## src/rtl/alu_pkg.sv

```systemverilog
// Shared definitions for the ALU execute stage: opcodes, FSM encoding and default width.
package alu_pkg;

  localparam int WIDTH_DEF = 32;

  localparam logic [2:0] OP_AND = 3'b000;
  localparam logic [2:0] OP_OR  = 3'b001;
  localparam logic [2:0] OP_XOR = 3'b010;
  localparam logic [2:0] OP_NOR = 3'b011;
  localparam logic [2:0] OP_ADD = 3'b100;
  localparam logic [2:0] OP_SUB = 3'b101;
  localparam logic [2:0] OP_SLT = 3'b110;
  localparam logic [2:0] OP_SRL = 3'b111;

  typedef enum logic [1:0] {
    ST_IDLE  = 2'd0,
    ST_EXEC  = 2'd1,
    ST_SHIFT = 2'd2,
    ST_HOLD  = 2'd3
  } state_e;

  // SRL by zero takes the single-cycle path; only non-zero amounts iterate.
  function automatic logic srl_iterates(input logic [2:0] op, input logic [4:0] amt);
    return (op == OP_SRL) && (amt != 5'd0);
  endfunction

endpackage

```

## src/rtl/alu_logic_unit.sv

```systemverilog
// Combinational bitwise/arithmetic unit for every opcode except SRL.
module alu_logic_unit
  import alu_pkg::*;
#(
  parameter int WIDTH = WIDTH_DEF
) (
  input  logic [2:0]       op_i,
  input  logic [WIDTH-1:0] a_i,
  input  logic [WIDTH-1:0] b_i,
  output logic [WIDTH-1:0] result_o,
  output logic             carry_o,
  output logic             overflow_o
);

  logic             is_add_s;
  logic [WIDTH-1:0] b_eff_s;
  logic [WIDTH:0]   sum_s;
  logic             lt_s;

  // One adder serves ADD and SUB; SUB is a + ~b + 1.
  always_comb begin
    is_add_s = (op_i == OP_ADD);
    b_eff_s  = is_add_s ? b_i : ~b_i;
    sum_s    = {1'b0, a_i} + {1'b0, b_eff_s} + {{WIDTH{1'b0}}, ~is_add_s};
    lt_s     = ($signed(a_i) < $signed(b_i));
  end

  always_comb begin
    result_o   = {WIDTH{1'b0}};
    carry_o    = 1'b0;
    overflow_o = 1'b0;
    case (op_i)
      OP_AND: result_o = a_i & b_i;
      OP_OR:  result_o = a_i | b_i;
      OP_XOR: result_o = a_i ^ b_i;
      OP_NOR: result_o = ~(a_i | b_i);
      OP_ADD, OP_SUB: begin
        result_o   = sum_s[WIDTH-1:0];
        carry_o    = sum_s[WIDTH];
        overflow_o = (a_i[WIDTH-1] == b_eff_s[WIDTH-1]) && (sum_s[WIDTH-1] != a_i[WIDTH-1]);
      end
      OP_SLT: result_o = {{(WIDTH-1){1'b0}}, lt_s};
      default: result_o = {WIDTH{1'b0}};
    endcase
  end

endmodule

```

## src/rtl/alu_exec_stage.sv

```systemverilog
// Registered ALU execute stage: valid/ready in, held result plus flags out,
// with an iterative one-bit-per-cycle logical right shifter.
module alu_exec_stage
  import alu_pkg::*;
#(
  parameter int WIDTH = WIDTH_DEF
) (
  input  logic             clk,
  input  logic             rst_n,
  input  logic             in_valid,
  output logic             in_ready,
  input  logic [2:0]       alu_op,
  input  logic [WIDTH-1:0] a,
  input  logic [WIDTH-1:0] b,
  output logic             out_valid,
  input  logic             out_ready,
  output logic [WIDTH-1:0] result,
  output logic             zero,
  output logic             carry,
  output logic             overflow
);

  state_e           state_q, state_d;
  logic [2:0]       op_q, op_d;
  logic [WIDTH-1:0] a_q, a_d, b_q, b_d;
  logic [4:0]       cnt_q, cnt_d;
  logic [WIDTH-1:0] result_q, result_d;
  logic             zero_q, zero_d, carry_q, carry_d, ovf_q, ovf_d;
  logic             out_valid_q, out_valid_d, in_ready_q, in_ready_d;
  logic             accept_s;
  logic [WIDTH-1:0] shifted_s, lu_result_s;
  logic             lu_carry_s, lu_ovf_s;

  assign accept_s  = (state_q == ST_IDLE) && in_ready_q && in_valid;
  assign shifted_s = {1'b0, a_q[WIDTH-1:1]};

  alu_logic_unit #(.WIDTH(WIDTH)) u_logic (
    .op_i       (op_q),
    .a_i        (a_q),
    .b_i        (b_q),
    .result_o   (lu_result_s),
    .carry_o    (lu_carry_s),
    .overflow_o (lu_ovf_s)
  );

  always_ff @(posedge clk or negedge rst_n) begin
    if (!rst_n) state_q <= ST_IDLE;
    else        state_q <= state_d;
  end

  always_comb begin
    state_d = state_q;
    case (state_q)
      ST_IDLE: begin
        if (accept_s) state_d = srl_iterates(alu_op, b[4:0]) ? ST_SHIFT : ST_EXEC;
        else          state_d = ST_IDLE;
      end
      ST_EXEC:  state_d = ST_HOLD;
      ST_SHIFT: begin
        if (cnt_q == 5'd1) state_d = ST_HOLD;
        else               state_d = ST_SHIFT;
      end
      ST_HOLD: begin
        if (out_ready) state_d = ST_IDLE;
        else           state_d = ST_HOLD;
      end
      default: state_d = ST_IDLE;
    endcase
  end

  // a_q doubles as the shift working register once an SRL is in flight.
  always_comb begin
    op_d     = op_q;
    a_d      = a_q;
    b_d      = b_q;
    cnt_d    = cnt_q;
    result_d = result_q;
    zero_d   = zero_q;
    carry_d  = carry_q;
    ovf_d    = ovf_q;
    case (state_q)
      ST_IDLE: begin
        if (accept_s) begin
          op_d  = alu_op;
          a_d   = a;
          b_d   = b;
          cnt_d = b[4:0];
        end else begin
          op_d = op_q;
        end
      end
      ST_EXEC: begin
        if (op_q == OP_SRL) begin
          result_d = a_q;
          carry_d  = 1'b0;
          ovf_d    = 1'b0;
        end else begin
          result_d = lu_result_s;
          carry_d  = lu_carry_s;
          ovf_d    = lu_ovf_s;
        end
        zero_d = (result_d == {WIDTH{1'b0}});
      end
      ST_SHIFT: begin
        a_d   = shifted_s;
        cnt_d = cnt_q - 5'd1;
        if (cnt_q == 5'd1) begin
          result_d = shifted_s;
          zero_d   = (shifted_s == {WIDTH{1'b0}});
          carry_d  = 1'b0;
          ovf_d    = 1'b0;
        end else begin
          result_d = result_q;
        end
      end
      ST_HOLD: result_d = result_q;
      default: result_d = result_q;
    endcase
    in_ready_d  = (state_d == ST_IDLE);
    out_valid_d = (state_d == ST_HOLD);
  end

  always_ff @(posedge clk or negedge rst_n) begin
    if (!rst_n) begin
      op_q        <= OP_AND;
      a_q         <= {WIDTH{1'b0}};
      b_q         <= {WIDTH{1'b0}};
      cnt_q       <= 5'd0;
      result_q    <= {WIDTH{1'b0}};
      zero_q      <= 1'b0;
      carry_q     <= 1'b0;
      ovf_q       <= 1'b0;
      out_valid_q <= 1'b0;
      in_ready_q  <= 1'b0;
    end else begin
      op_q        <= op_d;
      a_q         <= a_d;
      b_q         <= b_d;
      cnt_q       <= cnt_d;
      result_q    <= result_d;
      zero_q      <= zero_d;
      carry_q     <= carry_d;
      ovf_q       <= ovf_d;
      out_valid_q <= out_valid_d;
      in_ready_q  <= in_ready_d;
    end
  end

  assign in_ready  = in_ready_q;
  assign out_valid = out_valid_q;
  assign result    = result_q;
  assign zero      = zero_q;
  assign carry     = carry_q;
  assign overflow  = ovf_q;

endmodule
```

## config.mk

```make
export PLATFORM = sky130hd
export DESIGN_NAME = alu_exec_stage
export DESIGN_NICKNAME = d
export VERILOG_FILES = /design/src/rtl/alu_pkg.sv /design/src/rtl/alu_logic_unit.sv /design/src/rtl/alu_exec_stage.sv
export SDC_FILE = /design/constraint.sdc
export NUM_CORES = 1
export LEC_CHECK = 0
export BUFFER_PORTS_ARGS = -buffer_cell sky130_fd_sc_hd__buf_4
export CAP_MARGIN = 15
export CORE_MARGIN = 3
export CORE_UTILIZATION = 38
export CTS_BUF_LIST = sky130_fd_sc_hd__clkbuf_8 sky130_fd_sc_hd__clkbuf_16
export DETAILED_ROUTE_END_ITERATION = 10
export GPL_TIMING_DRIVEN = 1
export PLACE_DENSITY_LB_ADDON = 0.3
export SYNTH_ARGS = -nofsm -noshare
export SYNTH_HDL_FRONTEND = slang
export SYNTH_HIERARCHICAL = 1
export SYNTH_SLANG_ARGS = --single-unit
export TNS_END_PERCENT = 20
```

## constraint.sdc

```tcl
create_clock -name clk -period 5.2 [get_ports clk]
set_clock_uncertainty 0.1 [all_clocks]
set_input_delay 1.3 -clock clk [delete_from_list [all_inputs] [get_ports clk]]
set_output_delay 1.3 -clock clk [all_outputs]
set_load 0.01 [all_outputs]
```

==> run summary <==
drt pass-1 iters - 5
PortBufs - 107
All-Layer GR Usage - 0.200
synthesized flop and latch total - 111
hold_buf cts - 0
sequential area share after synthesis - 0.265
Hold Fails Final Rpt - 0
post-route clock period utilization - 0.871
first-pass GRT wire length - 47700 microns
most frequent cell after synthesis - nand2_1
unrepaired setup endpoints after global routing - false
crit path time final - 4530 ps
CTS resizes - 0
initial antenna violation count - 0
top cells by count, synth - 268 x nand2_1, 137 x ha_1, 111 x dfrtp_1
Layout Nets - 1575
area growth from synthesis to layout - 13.4%
post-synthesis async set-or-reset flop share - 1.00
die span in x - 172 microns
largest fanout on the critical path - 11
final cell count without fillers - 1712
Clock Path Buffers - 2
status - finished, final reports clean
vias in the first global route - 9119
final setup fails - 0
setup TNS - 0 ps
setup bufs post-CTS - 0
RePlAce Congestion - 0.900
Initial Utilization - 0.388
cell area after synthesis - 10500 sq um
Cell variety after synth - 70
type of element capturing the critical path - register
routed len/inst - 17.1 microns
H-tree levels - 3
Reg clk slew, reported paths - 80 ps
critical path class - reg -> reg
ys flop type - dfrtp_1
clock sink total - 111
DR vias - 9239
gr ovfl total - 0
DIE AREA - 29600 sq um
class of the worst hold path - reg -> reg
Syn. warnings - 6
row cnt - 60
Hold Worst Slack - 387 ps
PnR worst setup slack - 672 ps
syn nets - 1502
CTS tree - done
final WL - 29300 microns
top-area cell type share of the netlist area - 0.265
fmax - 0.221 GHz
cell accounting for the most synthesized area - dfrtp_1
ant diodes - 0
initial DRC count - 542
DP Worst Slack - 725 ps
HPWL after DPL - 21600 microns
floorplan core area - 27000 sq um
I/O pin cnt - 108
share of cells above drive strength 1 - 0.136
crit start category - register
max-cap violations - 0
Syn Inst Count - 1293
Synth area leaders - dfrtp_1 26%, ha_1 16%, nand2_1 9.6%
drc violations - 0
Slew HR - 0.227
DR vias/cell - 5.40
actual slew at the worst max-slew pin - 1160 ps
Root Driver - clkbuf_16
Worst Path Required - 5410 ps
number of synthesized flops with an enable pin - 0
TritonCTS Buffers - 9
Routed Antenna Nets - 0
Clk Latency, worst-skew pair - 370 ps
Pins Over Slew Limit - 0
die height - 172 microns
largest net degree at the start of global routing - 71
mean area per synthesized cell - 8.11 sq um
dpl cells - 1696
arrival time worst endpoint - 4740 ps
state kept, by name, summed over array words and instances (netlist names):
name,cells
out_valid,1
state_q,2
carry,1
overflow,1
cnt_q,5
b_q,32
zero,1
op_q,3
result,32
in_ready,1
a_q,32
area by class of cell:
| cell class | instances | area, sq um |
|---|---|---|
| clock buffers | 9 | 225 |
| fillers | 2726 | 15100 |
| clock inverters | 7 | 87.6 |
| inverters | 108 | 405 |
| repair buffers | 122 | 916 |
| multi-input cells | 1014 | 7050 |
| flip-flops and latches | 111 | 2780 |
| well taps | 341 | 427 |
layout by cell type (no fill, tap or decap), types with 9 or more instances in the layout:
cell       count
a21o_1        12
a21oi_1       60
a31oi_1       10
and3_1         9
buf_4        122
clkbuf_16      9
dfrtp_1      109
ha_1         137
inv_1        108
mux2_4        24
mux2i_1       62
nand2_1      268
nand3_1       45
nand4_1       12
nor2_1        46
nor2b_1       11
nor4_1        21
o211ai_1      18
o21ai_0       94
o22ai_1       26
xnor2_1       40
xor2_1        17
critical path, cell delays in order (launching register included):
cell	delay, ps
dfrtp_2	430
nand2b_1	200
nor2_4	370
buf_4	310
xnor2_1	150
ha_1	320
a21oi_1	290
o21ai_1	170
a2111oi_0	530
nor4_1	110
a211oi_1	310
xor2_1	190
o22ai_1	120
nor4_1	340
nand4_1	130
nor4_1	250
a211o_1	140
cell families after synthesis:
family	after synthesis	synth area share
and+or+nand+nor	452	0.193
muxes	92	0.0999
xor gates and xnor gates	57	0.0476
adders and majority gates	138	0.165
buffers and inverters	168	0.0658
DFF	111	0.265
AOI/OAI and AO/OA	275	0.163
worst paths after layout:
path	cells after the start	slack (ps)	startpoint	end
setup / recovery	16	670	op_q[1]$_DFFE_PN0P_	zero$_DFFE_PN0P_
hold / removal	1	390	result[30]$_DFFE_PN0P_	result[30]$_DFFE_PN0P_
setup reg to reg	16	670	op_q[1]$_DFFE_PN0P_	zero$_DFFE_PN0P_
hold reg to reg	1	390	result[30]$_DFFE_PN0P_	result[30]$_DFFE_PN0P_
max in group asynchronous	2	3200	rst_n	result[26]$_DFFE_PN0P_
min in group asynchronous	1	940	rst_n	result[10]$_DFFE_PN0P_
metrics by stage:
| step | cell area, sq um | util |
|---|---|---|
| finish | 11900 | 0.440 |
| global route | 11900 | 0.440 |
| CTS | 11900 | 0.440 |
| detailed placement | 11600 | 0.429 |
| global placement | 11600 | 0.429 |
| floorplan | 10500 | - |
layer usage:
metal  vias up  part of all wire  GRT usage
met1      4381              0.49      0.282
met2       229              0.45      0.329
met5         -                 0          0
li1       4605                 -          -
met4         0             0.011     0.0382
met3        24             0.048     0.0304
Power is not shown: default switching activity piles up to over one toggle a cycle in this logic, so the estimate is an artifact.
